### src/rtl/trail_renderer.sv
// Motion-trail overlay: DEPTH-entry position history rendered as shrinking, darkening squares.
// Optional macro TRAIL_BLEND_EN switches newest-wins colour priority to saturating per-channel blend.
module trail_renderer #(
    parameter int          DEPTH      = 5,
    parameter int          BASE_SIZE  = 15,
    parameter int          SIZE_STEP  = 3,
    parameter logic [23:0] BASE_COLOR = 24'hFF_FF_FF,
    parameter logic [7:0]  COLOR_STEP = 8'h22,
    parameter int          SAMPLE_DIV = 1
) (
    input  logic        clk_in,
    input  logic        rst_n_in,
    input  logic        nf_in,
    input  logic        clear_in,
    input  logic        valid_in,
    input  logic [11:0] x_in,
    input  logic [10:0] y_in,
    input  logic [10:0] hcount_in,
    input  logic [9:0]  vcount_in,
    output logic [23:0] color_out,
    output logic        hit_out
);

    localparam logic [7:0] LAST_COUNT = 8'(SAMPLE_DIV - 1);

    function automatic logic [12:0] side_of(input int idx);
        int s;
        s = BASE_SIZE - idx * SIZE_STEP;
        if (s < 1) s = 1;
        return s[12:0];
    endfunction

    function automatic logic [23:0] color_of(input int idx);
        logic [23:0] c;
        int          ch;
        c = '0;
        for (int k = 0; k < 3; k++) begin
            ch = int'(BASE_COLOR[k*8 +: 8]) - idx * int'(COLOR_STEP);
            if (ch < 0) ch = 0;
            c[k*8 +: 8] = ch[7:0];
        end
        return c;
    endfunction

    logic [7:0]       count_reg;
    logic [DEPTH-1:0] valid_reg;
    logic [11:0]      x_reg [DEPTH];
    logic [10:0]      y_reg [DEPTH];

    logic [DEPTH-1:0] hit_vec;
    logic [DEPTH-1:0] hit_s1_reg;
    logic [23:0]      entry_color [DEPTH];
    logic [23:0]      color_next;
    logic             hit_next;
    logic [23:0]      color_reg;
    logic             hit_reg;

    // History only moves on frame boundaries, keeping geometry stable during active video.
    always_ff @(posedge clk_in or negedge rst_n_in) begin
        if (!rst_n_in) begin
            count_reg <= '0;
            valid_reg <= '0;
            for (int i = 0; i < DEPTH; i++) begin
                x_reg[i] <= '0;
                y_reg[i] <= '0;
            end
        end else if (clear_in) begin
            count_reg <= '0;
            valid_reg <= '0;
        end else if (nf_in) begin
            if (count_reg == LAST_COUNT) begin
                count_reg    <= '0;
                valid_reg[0] <= valid_in;
                x_reg[0]     <= x_in;
                y_reg[0]     <= y_in;
                for (int i = 1; i < DEPTH; i++) begin
                    valid_reg[i] <= valid_reg[i-1];
                    x_reg[i]     <= x_reg[i-1];
                    y_reg[i]     <= y_reg[i-1];
                end
            end else begin
                count_reg <= count_reg + 8'd1;
            end
        end
    end

    // Bounds are widened by one bit so squares near the screen edge clip instead of wrapping.
    generate
        for (genvar gi = 0; gi < DEPTH; gi++) begin : g_entry
            localparam logic [12:0] SIDE = side_of(gi);
            logic [12:0] x_end;
            logic [11:0] y_end;
            assign x_end = {1'b0, x_reg[gi]} + SIDE;
            assign y_end = {1'b0, y_reg[gi]} + SIDE[11:0];
            assign entry_color[gi] = color_of(gi);
            assign hit_vec[gi] = valid_reg[gi]
                              && ({1'b0, hcount_in} >= x_reg[gi])
                              && ({2'b00, hcount_in} < x_end)
                              && ({1'b0, vcount_in} >= y_reg[gi])
                              && ({2'b00, vcount_in} < y_end);
        end
    endgenerate

`ifdef TRAIL_BLEND_EN
    logic [12:0] chan_sum;

    always_comb begin
        color_next = '0;
        chan_sum   = '0;
        for (int k = 0; k < 3; k++) begin
            chan_sum = '0;
            for (int i = 0; i < DEPTH; i++) begin
                if (hit_s1_reg[i]) chan_sum = chan_sum + {5'd0, entry_color[i][k*8 +: 8]};
            end
            color_next[k*8 +: 8] = (chan_sum > 13'd255) ? 8'hFF : chan_sum[7:0];
        end
    end
`else
    // Scan oldest to newest so the lowest-index hit is the one left standing.
    always_comb begin
        color_next = '0;
        for (int i = DEPTH - 1; i >= 0; i--) begin
            if (hit_s1_reg[i]) color_next = entry_color[i];
        end
    end
`endif

    assign hit_next = |hit_s1_reg;

    always_ff @(posedge clk_in or negedge rst_n_in) begin
        if (!rst_n_in) begin
            hit_s1_reg <= '0;
            color_reg  <= '0;
            hit_reg    <= 1'b0;
        end else begin
            hit_s1_reg <= hit_vec;
            color_reg  <= color_next;
            hit_reg    <= hit_next;
        end
    end

    assign color_out = color_reg;
    assign hit_out   = hit_reg;

endmodule

### config.mk
export PLATFORM = sky130hd
export DESIGN_NAME = trail_renderer
export DESIGN_NICKNAME = d
export VERILOG_FILES = /design/src/rtl/trail_renderer.sv
export SDC_FILE = /design/constraint.sdc
export NUM_CORES = 1
export LEC_CHECK = 0
export CAP_MARGIN = 25
export CORE_MARGIN = 8
export CORE_UTILIZATION = 40
export CTS_CLUSTER_DIAMETER = 120
export DETAILED_ROUTE_END_ITERATION = 8
export SLEW_MARGIN = 20
export SYNTH_ARGS = -nofsm -noshare
export SYNTH_HDL_FRONTEND = slang
export SYNTH_SLANG_ARGS = --single-unit
### constraint.sdc
create_clock -name clk_in -period 3.1 [get_ports clk_in]
set_input_delay 0.465 -clock clk_in [delete_from_list [all_inputs] [get_ports clk_in]]
set_output_delay 0.465 -clock clk_in [all_outputs]
set_load 0.02 [all_outputs]
==> run summary <==
The flow ran to the end, and the final reports show no timing, DRC or antenna violations. The Yosys step of the flow raised 0 warnings. Initial core utilization: 0.4065.

Summed over all nets, the switching power comes to 2.413 mW. The clock slew at the register clock pins of the worst setup and hold paths was 60 ps; the post-route clock skew was 8.522 ps. The run gives 0 as the DRC violations left. Setup repair after global routing left no endpoint under its margin. Wires add up to 25380 µm.

The pin count of the biggest net entering global routing came out at 65. Power spread over the standard cell area amounts to 526.6 nW/µm². The initial antenna violation count was 0; the die width was 184.0 µm. After detailed routing, the average wire length per cell comes to 14.53 µm.

The critical path class was reg -> reg. The post-synthesis instance area is 11290 µm², and the total internal power is 4.478 mW. The number of gates resized after CTS was 0.

The number of distinct library cells after synthesis is 61. Row count: 61. VDD sags by at most 0.3458 mV.

The number of primary I/O pins came out at 74. The floorplan step defined a die boundary enclosing 33870 µm². Critical-path maximum fanout: 5. The finished cells cover 13090 µm².

The top flip-flop cell by instance count after synthesis was dfrtp_1. The number of iterations in the first detailed-routing pass is 4. The overall track demand over capacity in global routing came out at 0.1563.

The number of inserted filler cells in the final layout came out at 2744. The number of hold buffers added after CTS was 0. The share of final-layout standard cells stronger than drive strength 1 was 0.07159; the post-route antenna net violation count was 0.

The register bit count reported by yosys is 138, and the normalized max-slew margin is 0.5804. The fmax came out at 338.1 MHz. The worst setup path is launched from a flop. The tools report the portion of the post-synthesis area used by sequential elements as 0.3057. The clock latency of the later-clocked register in the worst-skew pair was 420 ps. In this run the number of H-tree levels came out at 4. The fraction of power spent switching nets is 0.3501, and the global-route congestion overflow total is 0. The number of global-route vias before repair came out at 9112.

The final critical-path share of the clock period was 0.9542. The cell count after synthesis came out at 1278. The proportion of power drawn by the clock network was 0.303; the final number of hold-violating endpoints was 0. TritonCTS created 17 clock buffers. For this design the static power due to leakage is 5.898 nW. The run gives 1621 as the final-stage net count. The synthesis-to-layout area growth works out to 15.85%.

The area of the placeable core was 27780 µm². The count of input and output buffers was 73; the CTS sink count was 138. At the pin with the least slew margin, the transition time is 629.3 ps. Final core utilization: 0.4710.

In this run, the number of DRC markers left after iteration 0 of detailed routing was 371. Setup violations remaining at the end of the flow were counted as 0. Critical path capture point type: a flop. Routability-driven placement finished with a final weighted congestion of 0.8610. The detailed router placed 8908 vias in this run. The startpoint identified for the worst register-to-register timing path is y_reg[12]. The number of nets handed over by synthesis was 1543. The number of slew-limit violations in the final report was 0. The signal on the critical path passes through inv_1 -> ha_1 -> or3_1 -> xnor2_1 -> ha_1 -> a211oi_1 -> o21bai_1 -> a21o_1 -> a221oi_1 -> o22ai_1 -> nor4_1. The most critical setup path has its startpoint at y_reg[12]. The synthesized design contains 0 enable-type register cells. Setup total negative slack on the finished layout was measured at 0 ps. Summing all placed instances gives a cell area of 12470 µm².

Counting along the longest clock path gives a buffer depth of 2. After detailed routing, the number of vias per cell comes to 5.099. For the data required time of the critical path, the log shows 3390 ps. The fraction of synthesis flops using an asynchronous set or reset pin came out at 1.000. Worst min-delay path category: in -> async. On the critical path, the stage with the largest delay is an instance of dfrtp_1. The run gives 0 as the max-capacitance violation count. Combinational fraction of design power: 0.355.

Once detailed placement completed, the half-perimeter wirelength came to 20640 µm. In this design, the stage delay of the slowest critical-path cell is 400 ps. The repair_antennas step left the layout with diodes totalling 0. The mean post-synth cell area was 8.838 µm².

The buffer type at the clock tree root was clkbuf_16. STA puts the critical path data arrival time at 3250 ps. TritonCTS built the clock tree. The overall die height works out to 184.0 µm.

The register with the most flip-flops in the layout has 60 of them. After clock tree synthesis, the setup repair step added 0 buffers. Power share of the sequential group: 0.342.

Among the stages of the critical path, the cell type that occurs most often is ha_1. The final critical delay including setup and external delays was 2958 ps; the first-pass GRT wire length was 43320 µm.
-- per-layer routing --
layer / share of wire / vias to the layer above / GRT usage
met2: 0.47 / 105 / 0.2661
met5: 0 / - / 0
met4: 0.013 / 0 / 0.04873
li1: - / 4664 / -
met3: 0.026 / 20 / 0.02213
met1: 0.49 / 4119 / 0.2016
-- placed cells by master (no fill, tap or decap), types with 11 or more instances in the layout --
cell type / count
ha_1: 216
nand2_1: 171
dfrtp_1: 138
inv_1: 118
xnor2_1: 75
clkdlybuf4s50_1: 72
o21ai_0: 70
o21ai_1: 70
a21oi_1: 59
nor2_1: 49
nand3_1: 37
buf_4: 29
nor3_1: 26
a21o_1: 21
clkbuf_16: 17
o2111ai_1: 12
a211oi_1: 11
-- power by group through the flow --
stage	Sequential (mW)	Clock (mW)	Combinational (mW)
floorplan	2.32	0	1.80
global placement	2.38	0	2.39
detailed placement	2.39	0	2.45
CTS	2.36	2.14	2.48
global route	2.41	2.22	2.86
finish	2.36	2.08	2.45
-- area by class of cell --
type / count / area (µm²) / share of cell area
well taps: 378 / 473.0 / 0.03614
repair buffers: 106 / 1030 / 0.07870
inverters: 118 / 442.9 / 0.03385
clock buffers: 21 / 460.4 / 0.03519
clock inverters: 11 / 145.1 / 0.01109
multi-input cells: 975 / 7081 / 0.5411
flip-flops and latches: 138 / 3453 / 0.2639
-- critical path, delay by kind of cell (launching register included) --
| kind | cells | cell delay (ps) |
|---|---|---|
| adders and majority gates | 2 | 510 |
| buffers and inverters | 1 | 100 |
| and+or+nand+nor | 2 | 720 |
| xor gates and xnor gates | 1 | 160 |
| DFF | 1 | 400 |
| AOI/OAI and AO/OA | 5 | 940 |
-- cell families (layout without fill, tap and decap cells) --
| group | Yosys count | after routing | share of synthesized area |
|---|---|---|---|
| simple gates | 353 | 353 | 0.1430 |
| flops | 138 | 138 | 0.3057 |
| compound gates | 316 | 316 | 0.1716 |
| mux | 6 | 6 | 0.005650 |
| buf+inv | 165 | 256 | 0.06957 |
| fa+ha+maj | 216 | 216 | 0.2393 |
| xor+xnor | 84 | 84 | 0.06514 |
-- worst paths after layout --
path | depth (start not counted) | endpoint | slack [ps]
max | 11 | hit_s1_reg[3] | 140
min | 1 | y_reg[45] | 30
max reg2reg | 11 | hit_s1_reg[3] | 140
min reg2reg | 2 | x_reg[32] | 480
max in group asynchronous | 2 | valid_reg[3] | 2320
min in group clk_in | 2 | x_reg[32] | 480
-- cell usage after synthesis, types with 6 or more instances --
cell type,number,area (µm²)
nand3_1,37,185.2
a31oi_1,7,43.79
o211ai_1,6,45.04
o21a_1,10,75.07
xnor2_1,75,656.9
o21ai_2,10,87.58
o2111ai_1,12,105.1
nand2b_1,10,62.56
nand4_1,10,62.56
dfrtp_1,138,3453
nor4_1,6,37.54
ha_1,216,2703
nor2_1,50,187.7
o21ai_1,70,350.3
a21o_1,21,157.7
a211oi_1,11,82.58
nor2b_1,8,50.05
a21oi_1,59,295.3
buf_4,20,150.1
xor2_1,9,78.83
nor3_1,26,130.1
and3_1,8,50.05
nand2_2,10,62.56
o21ai_0,70,350.3
inv_1,118,442.9
buf_6,11,123.9
buf_2,7,35.03
nand2_1,171,641.9
o21bai_1,6,45.04
-- stage by stage --
stage / std cells / setup slack [ps] / power [mW] / hold WS (ps)
after floorplan: 1278 / 469.1 / 4.115 / 169.4
after global placement: 1715 / 187.4 / 4.770 / 464.8
after detailed placement: 1715 / 172.4 / 4.847 / 471.6
after CTS: 1747 / 159.4 / 6.979 / 60.04
after global routing: 1747 / 9.611 / 7.480 / 77.15
final: 1747 / 141.9 / 6.890 / 26.46
Power figures use the tool's default switching activity.
